**config.mk**
```make
export PLATFORM = sky130hd
export DESIGN_NAME = wasm_core
export DESIGN_NICKNAME = d
export VERILOG_FILES = /design/src/rtl/wasm_core.sv
export SDC_FILE = /design/constraint.sdc
export NUM_CORES = 1
export LEC_CHECK = 0
export CORE_MARGIN = 8
export CORE_UTILIZATION = 62
export CTS_BUF_LIST = sky130_fd_sc_hd__clkbuf_16
export DETAILED_ROUTE_END_ITERATION = 7
export PLACE_DENSITY = 0.93
export SLEW_MARGIN = 5
export SYNTH_ARGS = -nofsm -noshare
export SYNTH_HDL_FRONTEND = slang
export SYNTH_SLANG_ARGS = --single-unit
export TNS_END_PERCENT = 1
```
**constraint.sdc**
```tcl
create_clock -name clk -period 20.8 [get_ports clk]
set_input_delay 2.08 -clock clk [delete_from_list [all_inputs] [get_ports clk]]
set_output_delay 2.08 -clock clk [all_outputs]
set_load 0.02 [all_outputs]
```
**src/rtl/wasm_core.sv**
```systemverilog
// Tiny WebAssembly-subset interpreter: a FETCH/EXEC/HALT machine over an
// 8-deep 64-bit operand stack, fed by a synchronous 16-byte ROM window.
module wasm_core #(
    parameter int MEM_DEPTH = 4
) (
    input  logic                 clk,
    input  logic                 reset,
    output logic [63:0]          result,
    output logic                 result_empty,
    output logic [3:0]           trap,
    output logic [MEM_DEPTH:0]   mem_addr,
    output logic [3:0]           mem_extra,
    input  logic [127:0]         mem_data,
    input  logic                 mem_error
);
    // No valid/ready handshake: the ROM answers mem_addr exactly one cycle
    // later, so FETCH presents the PC and EXEC consumes the returned window.
    typedef enum logic [1:0] {FETCH = 2'd0, EXEC = 2'd1, HALT = 2'd2} state_t;

    // Declaration values give the reset state at power-up as well.
    state_t               state = FETCH;
    state_t               next_state;
    logic [MEM_DEPTH:0]   pc = '0;
    logic [3:0]           sp = '0;
    logic [3:0]           trap_q = '0;
    logic [63:0]          stack [0:7];

    logic [7:0]  opcode;
    logic [2:0]  sp_m1, sp_m2, push_idx;
    logic [63:0] top, second;
    logic [2:0]  leb_len;
    logic [34:0] leb_raw;
    logic [31:0] leb_val;
    logic        ex_halt, ex_push;
    logic [3:0]  ex_trap;
    logic [2:0]  ex_len;
    logic [1:0]  ex_pop;
    logic [63:0] ex_val;
    logic [3:0]  sp_next;
    logic        unused_bits;

    assign opcode   = mem_data[7:0];
    assign sp_m1    = 3'(sp - 4'd1);
    assign sp_m2    = 3'(sp - 4'd2);
    assign top      = stack[sp_m1];
    assign second   = stack[sp_m2];
    assign sp_next  = sp - {2'b00, ex_pop} + {3'b000, ex_push};
    assign push_idx = 3'(sp_next - 4'd1);
    assign unused_bits = ^{mem_data[127:48], leb_raw[34:32], second[63:32]};

    // Signed LEB128: length is the first byte (of up to 5) with bit 7 clear;
    // length 0 means the encoding runs past 5 bytes.
    always_comb begin
        leb_len = 3'd0;
        for (int k = 5; k >= 1; k--)
            if (!mem_data[8*k+7]) leb_len = 3'(k);
        leb_raw = '0;
        for (int k = 0; k < 5; k++)
            if (3'(k) < leb_len) leb_raw[7*k +: 7] = mem_data[8*k+8 +: 7];
        leb_val = leb_raw[31:0];
        case (leb_len)
            3'd1: if (leb_raw[6])  leb_val[31:7]  = '1;
            3'd2: if (leb_raw[13]) leb_val[31:14] = '1;
            3'd3: if (leb_raw[20]) leb_val[31:21] = '1;
            3'd4: if (leb_raw[27]) leb_val[31:28] = '1;
            default: ;
        endcase
    end

    // Instruction decode; a halting instruction leaves PC and stack untouched.
    always_comb begin
        ex_halt = 1'b0;
        ex_trap = 4'd0;
        ex_len  = 3'd1;
        ex_pop  = 2'd0;
        ex_push = 1'b0;
        ex_val  = '0;
        if (mem_error) begin
            ex_halt = 1'b1;
            ex_trap = 4'd5;
        end else begin
            case (opcode)
                8'h41: begin
                    if (leb_len == 3'd0) begin
                        ex_halt = 1'b1; ex_trap = 4'd6;
                    end else if (sp == 4'd8) begin
                        ex_halt = 1'b1; ex_trap = 4'd3;
                    end else begin
                        ex_push = 1'b1;
                        ex_val  = {32'd0, leb_val};
                        ex_len  = leb_len + 3'd1;
                    end
                end
                8'h45, 8'h1A: begin
                    if (sp < 4'd1) begin
                        ex_halt = 1'b1; ex_trap = 4'd2;
                    end else begin
                        ex_pop  = 2'd1;
                        ex_push = (opcode == 8'h45);
                        ex_val  = {63'd0, top[31:0] == 32'd0};
                    end
                end
                8'h46, 8'h47, 8'h6A, 8'h6B: begin
                    if (sp < 4'd2) begin
                        ex_halt = 1'b1; ex_trap = 4'd2;
                    end else begin
                        ex_pop  = 2'd2;
                        ex_push = 1'b1;
                        case (opcode)
                            8'h46:   ex_val = {63'd0, second[31:0] == top[31:0]};
                            8'h47:   ex_val = {63'd0, second[31:0] != top[31:0]};
                            8'h6A:   ex_val = {32'd0, second[31:0] + top[31:0]};
                            default: ex_val = {32'd0, second[31:0] - top[31:0]};
                        endcase
                    end
                end
                8'h01: ;
                8'h0B: ex_halt = 1'b1;
                8'h00: begin ex_halt = 1'b1; ex_trap = 4'd1; end
                default: begin ex_halt = 1'b1; ex_trap = 4'd4; end
            endcase
        end
    end

    always_ff @(posedge clk) begin
        if (reset) state <= FETCH;
        else       state <= next_state;
    end

    always_comb begin
        next_state = state;
        case (state)
            FETCH:   next_state = EXEC;
            EXEC:    next_state = ex_halt ? HALT : FETCH;
            default: next_state = HALT;
        endcase
    end

    always_comb begin
        mem_addr     = pc;
        mem_extra    = 4'hF;
        result_empty = (sp == 4'd0);
        result       = (sp == 4'd0) ? 64'd0 : top;
        trap         = trap_q;
    end

    always_ff @(posedge clk) begin
        if (reset) begin
            pc     <= '0;
            sp     <= '0;
            trap_q <= '0;
        end else if (state == EXEC) begin
            if (ex_halt) begin
                trap_q <= ex_trap;
            end else begin
                pc <= pc + (MEM_DEPTH+1)'(ex_len);
                sp <= sp_next;
            end
        end
    end

    // Stack contents need no reset: entries above sp are never observed.
    always_ff @(posedge clk) begin
        if (!reset && state == EXEC && !ex_halt && ex_push)
            stack[push_idx] <= ex_val;
    end
endmodule

```
==> impl_results.md, run 1 <==
- ANT nets after route: 0
- Synth Register Bits: 270
- Post-CTS sizing: 0
- Worst path max stage delay: 990 ps
- Reg2reg path depth: 15
- Number of placed I/O pins: 209
- # placed instances: 1953
- F_max: 114.2 MHz
- Max-slew violations: 0
- WHS Endpoint: state[0]$_SDFF_PP0_
- Total congestion overflow: 0
- CTS tree: yes
- Non-Filler Instances: 2002
- Outcome: completed
- Most frequent cells in the layout: 256 x edfxtp_1, 148 x nor2_1, 123 x a21oi_1
- Setup crit start kind: register
- Setup TNS: 0 ps
- Rel. slew slack: 0.04423
- PwrDens: 56.98 nW/um^2
- H-tree Lvls: 1
- Yosys cell types: 84
- Critical path arrival: 8980 ps
- GR Util All Layers: 0.3362
- Post-synthesis compound-gate area fraction: 0.1399
- Data required, critical path: 21030 ps
- RSZ-0062 raised after global routing: no
- Ant diodes: 0
- CTS Buf Count: 27
- Seq/Total Area, Yosys: 0.4485
- Worst-path clk slew: 70 ps
- Worst hold slack: 450.1 ps
- Worst setup margin: 12040 ps
- Multiplexer share of the synthesized area: 0.1801
- Overall die area: 34330 um^2
- Reg2reg end: stack[2][0]$_DFFE_PP_
- Vias in the first global route: 14390
- Clock sink total: 270
- DP HPWL: 38710 um
- Post-CTS Setup Inserts: 0
- RePlAce Congestion: 1.085
- Avg Cell Area, Syn: 11.44 um^2
- Reg2reg setup slack: 12040 ps
- Worst Skew: 18.53 ps
- Synthesis warning total: 0
- Drt initial violations: 2417
- Initial DRT Pass Iterations: 8
- Max-cap violations: 0
- Crit. End Element: register
- Worst-case clock buffer depth: 3
- Worst hold stages: 1
- Number of synthesized flops with an enable pin: 256
- Least-Margin Pin Slew: 1422 ps
- Peak supply drop: 0.00004576 V
- Die height: 185.3 um
- Avg WL per Cell: 29.16 um
- Post-layout min period: 8757 ps
- Routed WL: 58390 um
- Area growth syn-to-layout: 11.20%
- Synth Area in Simple Gates: 0.1115
- First-pass GRT wire length: 86680 um
- Vias per inst: 7.360
- FP Rows: 62
- Largest net degree at the start of global routing: 60
- Final Hold Violating Endpoints: 0
- Setup Crit Path Kind: reg2reg
- Initial Utilization: 0.6240
- Synth Flop Type: edfxtp_1
- Layout Nets: 1810
- Final core utilization: 0.6939
- DP Worst Slack: 12460 ps
- Period utilisation layout: 0.4210
- Core footprint: 28470 um^2
- Cell Area, Synth: 17770 um^2
- Slowest stage cell, crit path: dfxtp_2
- # fillers: 1913
- Post-route DRC: 0
- Insertion delay to the later sink of the worst-skew pair: 540 ps
- Largest family of logic cells by synthesized area: multiplexers
- Worst Hold Class: reg2reg
- Post-Syn Instances: 1553
- Leakage: 6.899 nW
- Clock root buffer: clkbuf_16
- Hold Crit Start: state[0]$_SDFF_PP0_
- CTS Hold Buffers Added: 0
- Most common cell after layout, fill and taps aside: edfxtp_1
- Synthesized-area fraction occupied by adder cells: 0.05874
- Die Wd: 185.3 um
- Synth Area in XOR/XNOR: 0.009367
- Critical Path Fanout Max: 45
- Layout cells sized above 1: 0.1279
- RR Startpoint: sp[1]$_SDFFE_PP0P_
- Vias: 14730
- Crit-path cells: clkinv_1 > ha_4 > buf_4 > mux4_2 > mux2i_1 > ha_1 > inv_2 > nor4_1 > nand4_1 > nor4_1 > nand2_1 > xor2_1 > mux2i_1 > a21oi_1 > a21oi_1
- Number of buffers added on ports: 88
- Final setup fails: 0
- Ys async rst share: 0
- Initial antenna violation count: 0
worst max path at each step:
| stage | startpoint | to | slack [ps] | depth (start not counted) |
|---|---|---|---|---|
| global route | sp[1]$_SDFFE_PP0P_ | stack[2][0]$_DFFE_PP_ | 11750 | 15 |
| detailed placement | sp[1]$_SDFFE_PP0P_ | stack[2][0]$_DFFE_PP_ | 12460 | 15 |
| global placement | sp[1]$_SDFFE_PP0P_ | stack[3][29]$_DFFE_PP_ | 12500 | 15 |
| finish | sp[1]$_SDFFE_PP0P_ | stack[2][0]$_DFFE_PP_ | 12040 | 15 |
| floorplan | mem_data[4] | stack[3][0]$_DFFE_PP_ | 12960 | 15 |
| CTS | sp[1]$_SDFFE_PP0P_ | stack[2][0]$_DFFE_PP_ | 12290 | 15 |
cell families (layout without fill, tap and decap cells):
group,count (synthesis),in the layout
buffers and inverters,201,231
other,2,37
muxes,182,182
AOI/OAI and AO/OA,377,377
and+or+nand+nor,421,421
adders and majority gates,81,81
xor gates and xnor gates,19,19
DFF,270,270
metal layers:
metal | part of all wire | track usage | up-vias
met5 | 0 | 0 | -
met3 | 0.16 | 0.09847 | 304
met4 | 0.069 | 0.2007 | 0
met1 | 0.34 | 0.4237 | 6996
li1 | - | - | 6015
met2 | 0.44 | 0.5104 | 1419
synth_stat cells, drive strengths merged (33+ instances only):
cell / count / area, um^2
mux4: 110 / 2477
o21ai: 68 / 340.3
a21oi: 124 / 620.6
nand2: 104 / 390.4
clkbuf: 63 / 236.5
nand3: 33 / 165.2
ha: 77 / 963.4
buf: 63 / 396.6
nor2: 154 / 583.1
inv: 73 / 274.0
mux2i: 71 / 710.7
edfxtp: 256 / 7687
power by group:
part / internal, mW / total, mW / switching [mW]
clock: 0.287 / 0.495 / 0.208
sequential: 0.586 / 0.587 / 0.000602
combinational: 0.0168 / 0.0437 / 0.0269
per-stage QoR:
step | instance area [um^2] | total power [mW]
final | 19760 | 1.126
after global routing | 19760 | 1.147
after CTS | 19760 | 1.124
after detailed placement | 18860 | 0.6408
after global placement | 18860 | 0.6402
after floorplan | 17900 | 0.6280
worst max-delay path, delay by kind of cell, from the launching register on:
kind / cells / cell delay (ps)
XOR/XNOR: 1 / 160
flip-flops: 1 / 990
buffers and inverters: 3 / 1690
AO/OA/AOI/OAI: 2 / 830
adder cells (fa/ha/maj): 2 / 1360
multiplexers: 3 / 1480
AND/OR/NAND/NOR: 4 / 1860
state kept, by name (all words and copies together), names as in the netlist:
name      cells
mem_addr      5
stack       256
trap          3
state         2
sp            4
cell type report:
| cell class | count | area (um^2) | share of cell area |
|---|---|---|---|
| clock inverters | 22 | 221.5 | 0.01121 |
| flip-flops and latches | 270 | 7973 | 0.4036 |
| clock buffers | 27 | 675.6 | 0.03420 |
| multi-input cells | 1117 | 9100 | 0.4606 |
| inverters | 75 | 281.5 | 0.01425 |
| repair buffers | 107 | 1023 | 0.05181 |
| well taps | 384 | 480.5 | 0.02432 |
(Power assumes the default switching activity.)
==> run 2: changes to the inputs <==
--- a/config.mk
+++ b/config.mk
@@ -6,10 +6,10 @@
 export NUM_CORES = 1
 export LEC_CHECK = 0
 export CORE_MARGIN = 8
-export CORE_UTILIZATION = 62
+export CORE_UTILIZATION = 52
 export CTS_BUF_LIST = sky130_fd_sc_hd__clkbuf_16
 export DETAILED_ROUTE_END_ITERATION = 7
-export PLACE_DENSITY = 0.93
+export PLACE_DENSITY = 0.84
 export SLEW_MARGIN = 5
 export SYNTH_ARGS = -nofsm -noshare
 export SYNTH_HDL_FRONTEND = slang
==> constraint.sdc (replaced) <==
create_clock -name clk -period 7.3 [get_ports clk]
set_input_delay 0.73 -clock clk [delete_from_list [all_inputs] [get_ports clk]]
set_output_delay 0.73 -clock clk [all_outputs]
set_load 0.02 [all_outputs]
==> run 2 against run 1 <==
Hold slack got worse by 2.6 ps. Non-clock buffer count rose by 17. Critical path depth rose by 1. Global-route usage fell by 6.9 points. Fmax rose by 33%. Final area rose by 0.91%. Sequential cell count did not move. Wire length fell by 4.9%. Power rose to 2.8 times the previous value. Clock-buffer cell count did not move. Critical endpoint is now stack[7][0]$_DFFE_PP_. Largest cell class unchanged. Largest power group unchanged. Highest routed layer unchanged.
==> impl_results.md, run 2 (synthesis results as in run 1) <==
- Post-route DRC: 0
- Ant diodes: 0
- Overall die area: 40330 um^2
- H-tree Lvls: 1
- Critical path arrival: 6790 ps
- Rel. slew slack: 0.1515
- Vias: 14260
- Die Wd: 200.8 um
- CTS Hold Buffers Added: 0
- Worst Skew: 24.33 ps
- Reg2reg setup slack: 710 ps
- Slowest stage cell, crit path: xor2_4
- Initial DRT Pass Iterations: 6
- Crit-path cells: clkinv_1 > buf_4 > ha_1 > xor2_4 > buf_4 > mux2i_1 > ha_1 > nand2_1 > nor4_1 > nand4_1 > nor4_1 > nand2_1 > xor2_1 > mux2i_1 > a21oi_1 > a21oi_1
- Number of buffers added on ports: 88
- PwrDens: 158.2 nW/um^2
- ANT nets after route: 0
- CTS tree: yes
- Vias in the first global route: 13990
- Critical Path Fanout Max: 16
- Peak supply drop: 0.0001955 V
- Routed WL: 55550 um
- Final Power: 3.153 mW
- Final Hold Violating Endpoints: 0
- Clock root buffer: clkbuf_16
- Non-Filler Instances: 2082
- Setup crit start kind: register
- Max-slew violations: 0
- Max-cap violations: 0
- Largest Register: stack
- Worst-case clock buffer depth: 3
- Core footprint: 33620 um^2
- Post-layout min period: 6586 ps
- Post-CTS sizing: 0
- Worst-path clk slew: 80 ps
- Largest net degree at the start of global routing: 149
- Least-Margin Pin Slew: 1262 ps
- Layout Nets: 1827
- Outcome: completed
- RePlAce Congestion: 0.9998
- Most common cell after layout, fill and taps aside: edfxtp_1
- CTS Buf Count: 27
- Clock sink total: 270
- GR Util All Layers: 0.2673
- Most frequent cells in the layout: 256 x edfxtp_1, 148 x nor2_1, 123 x a21oi_1
- F_max: 151.8 MHz
- Leakage: 6.969 nW
- First-pass GRT wire length: 84240 um
- Area growth syn-to-layout: 12.20%
- Post-CTS Setup Inserts: 0
- Setup Crit Path Kind: reg2reg
- DP HPWL: 39060 um
- Setup TNS: 0 ps
- # fillers: 2565
- Initial antenna violation count: 0
- Number of placed I/O pins: 209
- Worst path max stage delay: 780 ps
- Vias per inst: 6.850
- Worst setup margin: 714.5 ps
- Insertion delay to the later sink of the worst-skew pair: 550 ps
- Worst Hold Class: reg2reg
- Avg WL per Cell: 26.68 um
- Drt initial violations: 1996
- Data required, critical path: 7510 ps
- CP bufs+invs: 3
- FP Rows: 67
- Layout cells sized above 1: 0.1334
- RSZ-0062 raised after global routing: no
- Max FFs per register: 256
- Final setup fails: 0
- Period utilisation layout: 0.9021
- DP Worst Slack: 979.3 ps
- CP delay by family, top: simple AND/OR/NAND/NOR gates
- Die height: 200.8 um
- Worst hold slack: 447.4 ps
- Total congestion overflow: 0
- # placed instances: 2034
- Initial Utilization: 0.5285
- Crit. End Element: register
[run 2: cell types whose count changed in the layout (fill, tap and decap cells not counted), sizes merged]
cell / before / now
clkinv: 15 / 14
bufinv: 4 / 3
clkinvlp: 2 / 0
inv: 76 / 79
buf: 19 / 36
[run 2: cell type report]
type / instances / area [um^2] / share of cell area
well taps: 448 / 560.5 / 0.02812
flip-flops and latches: 270 / 7973 / 0.4000
inverters: 75 / 281.5 / 0.01412
clock inverters: 21 / 180.2 / 0.009038
clock buffers: 27 / 675.6 / 0.03389
repair buffers: 124 / 1164 / 0.05837
multi-input cells: 1117 / 9100 / 0.4565
[run 2: stage by stage]
step             util  area, um^2
6_report       0.5930       19930
5_1_grt        0.5930       19930
4_1_cts        0.5930       19930
3_5_place_dp   0.5675       19080
3_3_place_gp   0.5675       19080
2_1_floorplan       -       17900
[run 2: final timing paths]
check	from	to	cells after the start
worst min register to register	state[0]$_SDFF_PP0_	state[0]$_SDFF_PP0_	1
worst max-delay path	sp[1]$_SDFFE_PP0P_	stack[7][0]$_DFFE_PP_	16
worst max register to register	sp[1]$_SDFFE_PP0P_	stack[7][0]$_DFFE_PP_	16
worst min-delay path	state[0]$_SDFF_PP0_	state[0]$_SDFF_PP0_	1
[run 2: layer usage]
layer | vias up | global-route usage | part of all wire
li1 | 6057 | - | -
met3 | 173 | 0.05535 | 0.12
met4 | 0 | 0.1240 | 0.046
met1 | 6949 | 0.3452 | 0.37
met2 | 1082 | 0.4291 | 0.46
met5 | - | 0 | 0
[run 2: where the power goes]
| part | total [mW] | leakage [nW] | switching [mW] | internal, mW |
|---|---|---|---|---|
| clock network | 1.36 | 0.434 | 0.576 | 0.779 |
| registers | 1.67 | 2.58 | 0.00182 | 1.67 |
| logic | 0.125 | 3.96 | 0.0767 | 0.0485 |
